File: src/rtl/custom_logic_tld.sv
// Image-filter accelerator top: streams packed 8-bit pixels from SDRAM, applies a
// per-lane filter and writes each word back to a destination buffer.

module custom_logic_tld_chk (
  input logic clk,
  input logic n_rst,
  input logic rd_en,
  input logic wr_en
);

  rw_exclusive: assert property (@(posedge clk) disable iff (n_rst) !(rd_en && wr_en));
  rd_single:    assert property (@(posedge clk) disable iff (n_rst) rd_en |=> !rd_en);
  wr_single:    assert property (@(posedge clk) disable iff (n_rst) wr_en |=> !wr_en);

endmodule

module custom_logic_tld #(
  parameter int ADDR_STEP = 4
) (
  input  logic        clk,
  input  logic        n_rst,
  input  logic        startControlRegister,
  input  logic [12:0] imageWidth,
  input  logic [12:0] imageHeight,
  input  logic [25:0] start_addr_sdram,
  input  logic [25:0] finish_addr_sdram,
  input  logic [1:0]  filterMode,
  input  logic [7:0]  betaValue,
  input  logic [31:0] data_sdram,
  input  logic        sdram_datareadvalid,
  output logic        sdram_read_en,
  output logic        sdram_write_en,
  output logic [25:0] address_sdram,
  output logic [31:0] writeData_sdram,
  output logic        finish_flag
);

  typedef enum logic [2:0] {
    IDLE    = 3'd0,
    RD_REQ  = 3'd1,
    RD_WAIT = 3'd2,
    PROC    = 3'd3,
    WR      = 3'd4,
    DONE    = 3'd5
  } state_t;

  state_t      state_r;
  logic [25:0] src_base_r;
  logic [25:0] dst_base_r;
  logic [1:0]  mode_r;
  logic [7:0]  beta_r;
  logic [25:0] words_r;
  logic [25:0] idx_r;
  logic [31:0] rdata_r;
  logic        read_en_r;
  logic        write_en_r;
  logic [25:0] address_r;
  logic [31:0] wdata_r;
  logic        finish_r;

  logic [25:0] pixels_s;
  logic [25:0] words_s;
  logic [25:0] idx_next_s;
  logic [25:0] step_s;
  logic [25:0] idx_off_s;
  logic [25:0] next_off_s;

  // Max 8191*8191+3 still fits in 26 bits, so no carry is lost here.
  assign pixels_s   = {13'd0, imageWidth} * {13'd0, imageHeight};
  assign words_s    = (pixels_s + 26'd3) >> 2;
  assign idx_next_s = idx_r + 26'd1;
  assign step_s     = 26'(ADDR_STEP);
  assign idx_off_s  = idx_r * step_s;
  assign next_off_s = idx_next_s * step_s;

  function automatic logic [7:0] filter_pixel(input logic [7:0] p, input logic [1:0] mode,
                                              input logic [7:0] beta);
    logic [8:0] sum;
    sum = {1'b0, p} + {1'b0, beta};
    case (mode)
      2'b00:   filter_pixel = p;
      2'b01:   filter_pixel = sum[8] ? 8'hFF : sum[7:0];
      2'b10:   filter_pixel = 8'hFF - p;
      2'b11:   filter_pixel = (p >= beta) ? 8'hFF : 8'h00;
      default: filter_pixel = p;
    endcase
  endfunction

  function automatic logic [31:0] filter_word(input logic [31:0] w, input logic [1:0] mode,
                                              input logic [7:0] beta);
    logic [31:0] r;
    r = 32'd0;
    for (int i = 0; i < 4; i++) begin
      r[i*8 +: 8] = filter_pixel(w[i*8 +: 8], mode, beta);
    end
    filter_word = r;
  endfunction

  // Job FSM; request outputs are registered and valid for exactly the state they belong to.
  always_ff @(posedge clk) begin
    if (n_rst) begin
      state_r    <= IDLE;
      src_base_r <= 26'd0;
      dst_base_r <= 26'd0;
      mode_r     <= 2'd0;
      beta_r     <= 8'd0;
      words_r    <= 26'd0;
      idx_r      <= 26'd0;
      rdata_r    <= 32'd0;
      read_en_r  <= 1'b0;
      write_en_r <= 1'b0;
      address_r  <= 26'd0;
      wdata_r    <= 32'd0;
      finish_r   <= 1'b0;
    end else begin
      read_en_r  <= 1'b0;
      write_en_r <= 1'b0;
      address_r  <= 26'd0;
      wdata_r    <= 32'd0;
      finish_r   <= 1'b0;
      case (state_r)
        IDLE: begin
          if (startControlRegister) begin
            src_base_r <= start_addr_sdram;
            dst_base_r <= finish_addr_sdram;
            mode_r     <= filterMode;
            beta_r     <= betaValue;
            words_r    <= words_s;
            idx_r      <= 26'd0;
            if (words_s == 26'd0) begin
              state_r  <= DONE;
              finish_r <= 1'b1;
            end else begin
              state_r   <= RD_REQ;
              read_en_r <= 1'b1;
              address_r <= start_addr_sdram;
            end
          end else begin
            state_r <= IDLE;
          end
        end
        RD_REQ: begin
          state_r <= RD_WAIT;
        end
        RD_WAIT: begin
          if (sdram_datareadvalid) begin
            rdata_r <= data_sdram;
            state_r <= PROC;
          end else begin
            state_r <= RD_WAIT;
          end
        end
        PROC: begin
          state_r    <= WR;
          write_en_r <= 1'b1;
          address_r  <= dst_base_r + idx_off_s;
          wdata_r    <= filter_word(rdata_r, mode_r, beta_r);
        end
        WR: begin
          idx_r <= idx_next_s;
          if (idx_next_s == words_r) begin
            state_r  <= DONE;
            finish_r <= 1'b1;
          end else begin
            state_r   <= RD_REQ;
            read_en_r <= 1'b1;
            address_r <= src_base_r + next_off_s;
          end
        end
        DONE: begin
          // Held start must not retrigger; wait for the level to drop.
          if (!startControlRegister) begin
            state_r <= IDLE;
          end else begin
            state_r  <= DONE;
            finish_r <= 1'b1;
          end
        end
        default: begin
          state_r <= IDLE;
        end
      endcase
    end
  end

  assign sdram_read_en   = read_en_r;
  assign sdram_write_en  = write_en_r;
  assign address_sdram   = address_r;
  assign writeData_sdram = wdata_r;
  assign finish_flag     = finish_r;

  custom_logic_tld_chk u_chk (
    .clk   (clk),
    .n_rst (n_rst),
    .rd_en (read_en_r),
    .wr_en (write_en_r)
  );

endmodule

File: config.mk
export PLATFORM = sky130hd
export DESIGN_NAME = custom_logic_tld
export DESIGN_NICKNAME = d
export VERILOG_FILES = /design/src/rtl/custom_logic_tld.sv
export SDC_FILE = /design/constraint.sdc
export NUM_CORES = 1
export LEC_CHECK = 0
export BUFFER_PORTS_ARGS = -buffer_cell sky130_fd_sc_hd__buf_2
export CAP_MARGIN = 20
export CORE_MARGIN = 3
export CORE_UTILIZATION = 35
export DETAILED_ROUTE_END_ITERATION = 7
export PLACE_DENSITY_LB_ADDON = 0.1
export RECOVER_POWER = 25
export SYNTH_ARGS = -nofsm -noshare
export SYNTH_HDL_FRONTEND = slang
export SYNTH_SLANG_ARGS = --single-unit
File: constraint.sdc
create_clock -name clk -period 9.2 [get_ports clk]
set_clock_uncertainty 0.2 [all_clocks]
set_input_delay 1.38 -clock clk [delete_from_list [all_inputs] [get_ports clk]]
set_output_delay 1.38 -clock clk [all_outputs]
set_load 0.01 [all_outputs]
# Yosys cells after proc, flatten, opt, wreduce, memory -nomap -nowiden
# Cells that the tools add are included.
[totals]
word_cells = 83
ramBits = 0
register_bits = 208
romBits = 0
in_bits = 124
output_inout_bits = 61
latch_bits = 0
mem_count = 0
[classes]
eq_ne = 10
add_sub_neg = 12
n_lt_le_gt_ge = 4
mul = 1
n_div = 0
shifts = 0
bitwise_logic = 1
n_mux = 34
reduce_logical = 8
[ops]
columns = ["op", "n"]
rows = [
  ["$pmux 8 s4", 4],
  ["$mux 26", 4],
  ["$pmux 26 s3", 1],
  ["$mux 8", 8],
  ["$add 26x26->26", 2],
  ["$pmux 26 s2", 1],
  ["$add 8x8->9", 4],
  ["$ge 8x8->1", 4],
  ["$sub 8x8->8 const A", 4],
  ["$add 26x1->26 const B", 1],
  ["$add 26x2->26 const B", 1],
  ["$eq 26x24->1", 1],
  ["$logic_not 26->1", 1],
  ["$mul 13x13->26", 1],
  ["$pmux 3 s6", 1],
  ["$mux 3", 4],
  ["$mux 1", 9],
  ["$eq 3x2->1 const B", 2],
  ["$eq 3x3->1 const B", 2],
  ["$reduce_and 2->1", 3],
  ["$eq 2x2->1 const B", 2],
  ["$eq 3x1->1 const B", 1],
  ["$logic_not 3->1", 1],
  ["$pmux 1 s3", 1],
  ["7 further kinds", 7],
]

# Depth between registers and ports, before layout
# Gate-level depths: netlist of run 1.
[depth]
depth_word = 6
mapped_depth = 25
depth_no_buf = 22

# Least setup slack after synthesis of run 1
# OpenSTA, ideal clock, no wires.
[synth_timing]
path_kind = "input to register"
from = "in imageWidth[4]"
to = "reg address_r[19] (netlist: address_sdram[19])"
setup_time_ps = 132
path_slack_ps = 1842
path_stages = 22
n_path_buf = 4
arrival_time_ps = 7025
t_required_ps = 8868
cell_sequence = "clkbuf_1 > nand2_1 > fa_1 > fa_1 > fa_1 > fa_1 > fa_1 > inv_1 > ha_1 > clkbuf_1 > a21oi_1 > o21ai_0 > o21bai_1 > nand2b_1 > or3_1 > a221oi_1 > o221ai_1 > or3_1 > buf_2 > buf_6 > a32oi_1 > a21oi_1"
[synth_via]
elab_chain_len = 6
[synth_lines]
columns = ["item", "line", "text"]
rows = [
  ["start: declaration", "23", "input logic [12:0] imageWidth,"],
  ["$mul 13x13->26", "69", "assign pixels_s = {13'd0, imageWidth} * {13'd0, imageHeight};"],
  ["$add 26x2->26", "70", "assign words_s = (pixels_s + 26'd3) >> 2;"],
  ["$logic_not 26->1", "130", "if (words_s == 26'd0) begin"],
  ["$mux 26", "130", ""],
  ["$mux 26", "123", "if (startControlRegister) begin"],
  ["$pmux 26 s3", "121", "case (state_r)"],
  ["end signal: assignment", "136", "address_r <= start_addr_sdram;"],
  ["end signal: assignment", "156", "address_r <= dst_base_r + idx_off_s;"],
  ["end signal: assignment", "167", "address_r <= src_base_r + next_off_s;"],
  ["end: declaration", "57", "logic [25:0] address_r;"],
]
# No other way between the ends.
# A chain may end at the register's enable or synchronous reset.

# Final worst setup path of run 1
[layout_timing]
from = "in imageHeight[1]"
to = "reg address_r[10] (netlist: address_sdram[10])"
[layout_via]
elab_chain_len = 6
[layout_lines]
columns = ["item", "line", "text"]
rows = [
  ["start: declaration", "24", "input logic [12:0] imageHeight,"],
  ["$mul 13x13->26", "69", ""],
  ["$add 26x2->26", "70", ""],
  ["$logic_not 26->1", "130", ""],
  ["$mux 26", "130", ""],
  ["$mux 26", "123", ""],
  ["$pmux 26 s3", "121", ""],
]
# No other way between the ends.

==> results.cfg, run 1 <==
[run_status]
status = complete, but fails checks
violations = max-capacitance violations, max-slew violations

[logic_synthesis]
syn-mean-instance-area_um2 = 7.94
synth_top_cell_area_share = 0.219
yosys-top-cells-area = dfxtp_1, fa_1, ha_1, nand2_1, a21oi_1
async_reset_ff_frac = 0
synthFlopType = dfxtp_1
syn-cell-area_mm2 = 0.0190
synth-edff-count = 0
yosysWarnings = 0
synth_top_cell_by_area = dfxtp_1
ys_ff_latch = 208
yosysSeqAreaShare = 0.219
synth_fp_nets = 2830
synth_cell_types = 85
syn_inst = 2394

[cells_and_area]
final_common_cell = nand2_1
regArea_mm2 = 0.00416
multi_input_area_mm2 = 0.0137
final_util = 0.398
final_cell_mix = nand2_1, a21oi_1, dfxtp_1
area_delta_synth_final_pct = 11.4
fillers = 5614
diodes = 0
fin_nets = 2924
drive_above_1_share = 0.0950

[critical_path]
path_delay_family = adder cells
worstPathArrival_ns = 7.85
cpMostUsedCell = fa_1
path_cells = buf_2, nand2_1, fa_1, fa_1, fa_1, inv_1, fa_1, inv_1, fa_1, inv_1, ha_1, a21oi_1, inv_1, a22oi_1, a31oi_1, xnor2_1, o2111ai_1, or4_1, or3_1, buf_4, nand3_1, a21oi_1
worstPathRequired_ns = 9.41
critPathLaunchType = primary input
critical-path-slowest-cell = or3_1
slowest_delay_ns = 0.73
path_buf_inv = 6
critPathKind = in2reg
critPathCaptureType = flop
crit_fanout = 15

[die]
dieArea_mm2 = 0.0571
initial_core_util = 0.357
io_pins = 185
fp.dieH_um = 239
rows = 84
core-area_mm2 = 0.0532
die_w_um = 239

[grt]
grt_max_degree = 93
grt_usage = 0.195
antenna_found_initial = 2
grt_pass1_wl_um = 90900
overflow = 0
grt_pass1_vias = 16373

[pwr]
p_int_mw = 2.63
p_sw_mw = 2.08
swShare = 0.441
power_frac_clock = 0.211
seq_power_share = 0.223
power_frac_comb = 0.566
p_leak_nw = 9.28
ir_worst_vdd_v = 0.000208
power_mw = 4.72
power_density_mw_per_mm2 = 223

[detailed_routing]
drc = 0
firstDrtPassIters = 5
vias = 16809
ant_nets = 0
wl_per_cell_um = 17.8
dr.first_iter.drc_count = 840
via_per_inst = 5.26
totalWireLength_um = 56900

[cts]
clkSinkCount = 208
cts_root_buf = clkbuf_16
cts_buffer_depth = 3
cts_setup_buffers = 0
ctsHoldBuffers = 0
clk_pin_slew_ns = 0.05
htreeDepth = 1
cts_buffers = 25
insertion_delay_ns = 0.54
cts_resized = 0
cts_tree = built

[timing]
slew_viol_final = 72
period_share = 0.830
setup_slack_ns = 1.56
tns_ns = 0
worst_pin_slew_ns = 3.62
fin_crit_ns = 7.64
hold_viol_final = 0
slew_headroom = -1.41
grt_setup_unrepaired = no
fmax_mhz = 131
setup_viol = 0

[hold_path]
min_path_type = reg2reg

[job]
cap_violations = 1

[placed_design]
io_buffers = 184
place_ws_ns = 1.01
place_congestion = 0.873
detailed_place_hpwl_um = 44100
## kinds of logic (layout without fill, tap and decap cells)
logic type | Yosys count | after routing | synth area share
XOR/XNOR | 104 | 104 | 0.0479
AND/OR/NAND/NOR | 822 | 822 | 0.205
buffers and inverters | 315 | 426 | 0.0638
flip-flops | 208 | 208 | 0.219
adder cells (fa/ha/maj) | 312 | 312 | 0.255
AO/OA/AOI/OAI | 629 | 629 | 0.207
multiplexers | 4 | 4 | 0.00211
## worst min-delay path, delay by kind of cell, from the launching register on
| family | cells | cell delay, ns |
|---|---|---|
| AOI/OAI and AO/OA | 1 | 0.05 |
| DFF | 1 | 0.31 |
| and+or+nand+nor | 1 | 0.05 |
## routing by layer
layer | global-route usage | vias up | share of wire
met5 | 0 | - | 0
met4 | 0.0301 | 0 | 0.013
met3 | 0.0137 | 43 | 0.033
met2 | 0.332 | 278 | 0.47
met1 | 0.276 | 8077 | 0.48
li1 | - | 8411 | -
## state kept, by name, summed over array words and instances (netlist names), 3 cells and up
| register | flops |
|---|---|
| dst_base_r | 26 |
| address_sdram | 26 |
| idx_r | 26 |
| words_r | 24 |
| beta_r | 8 |
| state_r | 3 |
| src_base_r | 26 |
| writeData_sdram | 32 |
| rdata_r | 32 |
## worst paths after layout
check | startpoint | end | slack (ns) | cells past startpoint
max | imageHeight[1] | address_sdram[10]$_SDFF_PP0_ | 1.56 | 22
max reg2reg | idx_r[4]$_SDFFE_PP0P_ | address_sdram[22]$_SDFF_PP0_ | 4.46 | 15
min reg2reg | src_base_r[2]$_SDFFE_PP0P_ | src_base_r[2]$_SDFFE_PP0P_ | 0.26 | 2
min | src_base_r[2]$_SDFFE_PP0P_ | src_base_r[2]$_SDFFE_PP0P_ | 0.26 | 2
## through the flow
stage               area, um2  std cells  hold slack, ns
finish                  21200       3193           0.261
global route            21200       3193           0.277
CTS                     21200       3192           0.263
detailed placement      20400       3148           0.256
global placement        20400       3148           0.247
floorplan               19000       2394           0.236
## layout make-up
type                       count  area share
clock buffer                  30      0.0314
inverter                     184      0.0326
sequential                   208       0.197
clock inverter                14     0.00756
multi-input combinational   1871       0.644
timing repair buffer         198      0.0469
tap                          688      0.0406
## synth_stat cells (22+ instances only)
library cell    n
and2_1         77
fa_1          127
ha_1          185
nand2b_1       24
o21bai_1       28
nor3_1         34
or3_1          22
xor2_1         36
clkbuf_1      111
a22oi_1        26
inv_1         183
and3_1         22
nand3_1        41
a21oi_1       269
a21o_1         41
o21ai_0        87
nand2_1       396
nor2_1        115
dfxtp_1       208
a211oi_1       38
xnor2_1        68
## power by group through the flow
| stage | clock network [mW] | registers [mW] | logic, mW |
|---|---|---|---|
| after global routing | 1.06 | 1.06 | 3.04 |
| after global placement | 0 | 1.07 | 2.66 |
| after CTS | 1.03 | 1.05 | 2.68 |
| final | 0.993 | 1.05 | 2.67 |
| after floorplan | 0 | 1.04 | 2.04 |
| after detailed placement | 0 | 1.07 | 2.66 |
No activity file was read; power rests on OpenSTA's default activity.
==> inputs of run 2 (changes only) <==
Clock period 9.2 ns to 7.7 ns, I/O delays scaled along.
==> run 2 against run 1 <==
Net effect:
- cell count up 0.16%
- the run now ends clean
- non-clock buffer count up 3
- sequential power up 20%
- largest power group unchanged
- clock power up 28%
- hold slack better by 0.00058 ns
- sequential share of layout area about the same
- global-route usage up 0.47 points
- setup slack worse by 0.87 ns
- critical path type unchanged
- highest routed layer unchanged
- via count up 0.71%
- register-to-register slack worse by 1.5 ns
- total power up 22%
- sequential cell count unchanged
==> results.cfg, run 2 (same netlist as run 1, synthesis figures left out) <==
[critical_path]
path_cells = buf_2, nand2_1, fa_1, fa_1, fa_1, inv_1, fa_1, inv_1, fa_1, inv_1, ha_1, a21oi_1, inv_1, a22oi_1, a31oi_1, xnor2_1, o2111ai_1, or4_1, or3_1, buf_4, a32oi_1, a21oi_1
worstPathArrival_ns = 7.23
slowest_delay_ns = 0.53
critPathLaunchType = primary input
critical-path-slowest-cell = fa_1
critPathKind = in2reg
critPathCaptureType = flop
cpMostUsedCell = fa_1
worstPathRequired_ns = 7.92
r2r_setup_slack_ns = 2.97
reg2reg_from = idx_r[4]$_SDFFE_PP0P_
crit_fanout = 25
setup.worst_path.start = imageWidth[8]
reg2regPathDepth = 15

[hold_path]
holdPathStages = 2
min_path_type = reg2reg
worstHoldStart = src_base_r[2]$_SDFFE_PP0P_

[grt]
grt_pass1_wl_um = 92700
overflow = 0
grt_pass1_vias = 16888
antenna_found_initial = 1
grt_usage = 0.199
grt_max_degree = 93

[timing]
fmax_mhz = 143
tns_ns = 0
setup_viol = 0
worst_pin_slew_ns = 1.15
period_share = 0.910
slew_headroom = 0.232
slew_viol_final = 0
fin_crit_ns = 7.01
hold_viol_final = 0
grt_setup_unrepaired = no

[detailed_routing]
totalWireLength_um = 57500
firstDrtPassIters = 5
dr.first_iter.drc_count = 1044
ant_nets = 0
via_per_inst = 5.29
drc = 0
wl_per_cell_um = 18.0
vias = 16928

[cts]
cts_resized = 0
cts_buffer_depth = 3
clk_pin_slew_ns = 0.06
cts_root_buf = clkbuf_16
ctsHoldBuffers = 0
insertion_delay_ns = 0.55
cts_tree = built
cts_buffers = 25
cts_setup_buffers = 0
clkSinkCount = 208
htreeDepth = 1

[job]
cap_violations = 0

[cells_and_area]
final_cell_mix = nand2_1, a21oi_1, dfxtp_1
diodes = 0
drive_above_1_share = 0.0900
final_common_cell = nand2_1
area_delta_synth_final_pct = 11.7
fillers = 5588
fin_nets = 2927
final_util = 0.399

[die]
dieArea_mm2 = 0.0571
core-area_mm2 = 0.0532
fp.dieH_um = 239
initial_core_util = 0.357
io_pins = 185
die_w_um = 239
rows = 84

[run_status]
status = complete, no violations

[placed_design]
io_buffers = 184
place_congestion = 0.904
detailed_place_hpwl_um = 44500

[pwr]
ir_worst_vdd_v = 0.000173
p_leak_nw = 9.25
power_density_mw_per_mm2 = 270
run 2: worst max-delay path: cells and delay by family:
family	cells	cell delay, ns
adders and majority gates	6	2.82
AOI/OAI and AO/OA	6	1.31
and+or+nand+nor	3	0.92
buffers and inverters	6	0.72
xor gates and xnor gates	1	0.26
run 2: layout make-up:
type,instances,area [um2],share of cell area
Multi-Input combinational cell,1871,13700,0.643
Sequential cell,208,4160,0.196
Timing Repair Buffer,201,996,0.0469
Tap cell,688,861,0.0405
Inverter,184,691,0.0325
Clock buffer,30,654,0.0308
Clock inverter,16,221,0.0104
run 2: metrics by stage:
stage	cell area [um2]	cells	setup slack (ns)	hold WS, ns	power (mW)
final	21200	3198	0.694	0.261	5.74
after global routing	21200	3198	0.242	0.287	6.26
after CTS	21300	3197	0.687	0.263	5.80
after detailed placement	20400	3151	0.0795	0.255	4.49
after global placement	20400	3151	0.175	0.249	4.48
after floorplan	19000	2394	0.567	0.236	3.68
run 2: path summary, 6_finish.rpt:
kind	to
setup / recovery	address_sdram[15]$_SDFF_PP0_
hold / removal	src_base_r[2]$_SDFFE_PP0P_
setup reg to reg	address_sdram[22]$_SDFF_PP0_
hold reg to reg	src_base_r[2]$_SDFFE_PP0P_
run 2: power breakdown:
group | internal [mW] | switching [mW]
clock | 0.777 | 0.492
combinational | 1.29 | 1.93
sequential | 1.16 | 0.0939
total | 3.23 | 2.51
run 2: metal layers:
metal	vias up	GRT usage	share of wire
li1	8424	-	-
met1	8107	0.277	0.48
met2	344	0.341	0.47
met3	53	0.0168	0.039
met4	0	0.0388	0.017
met5	-	0	0
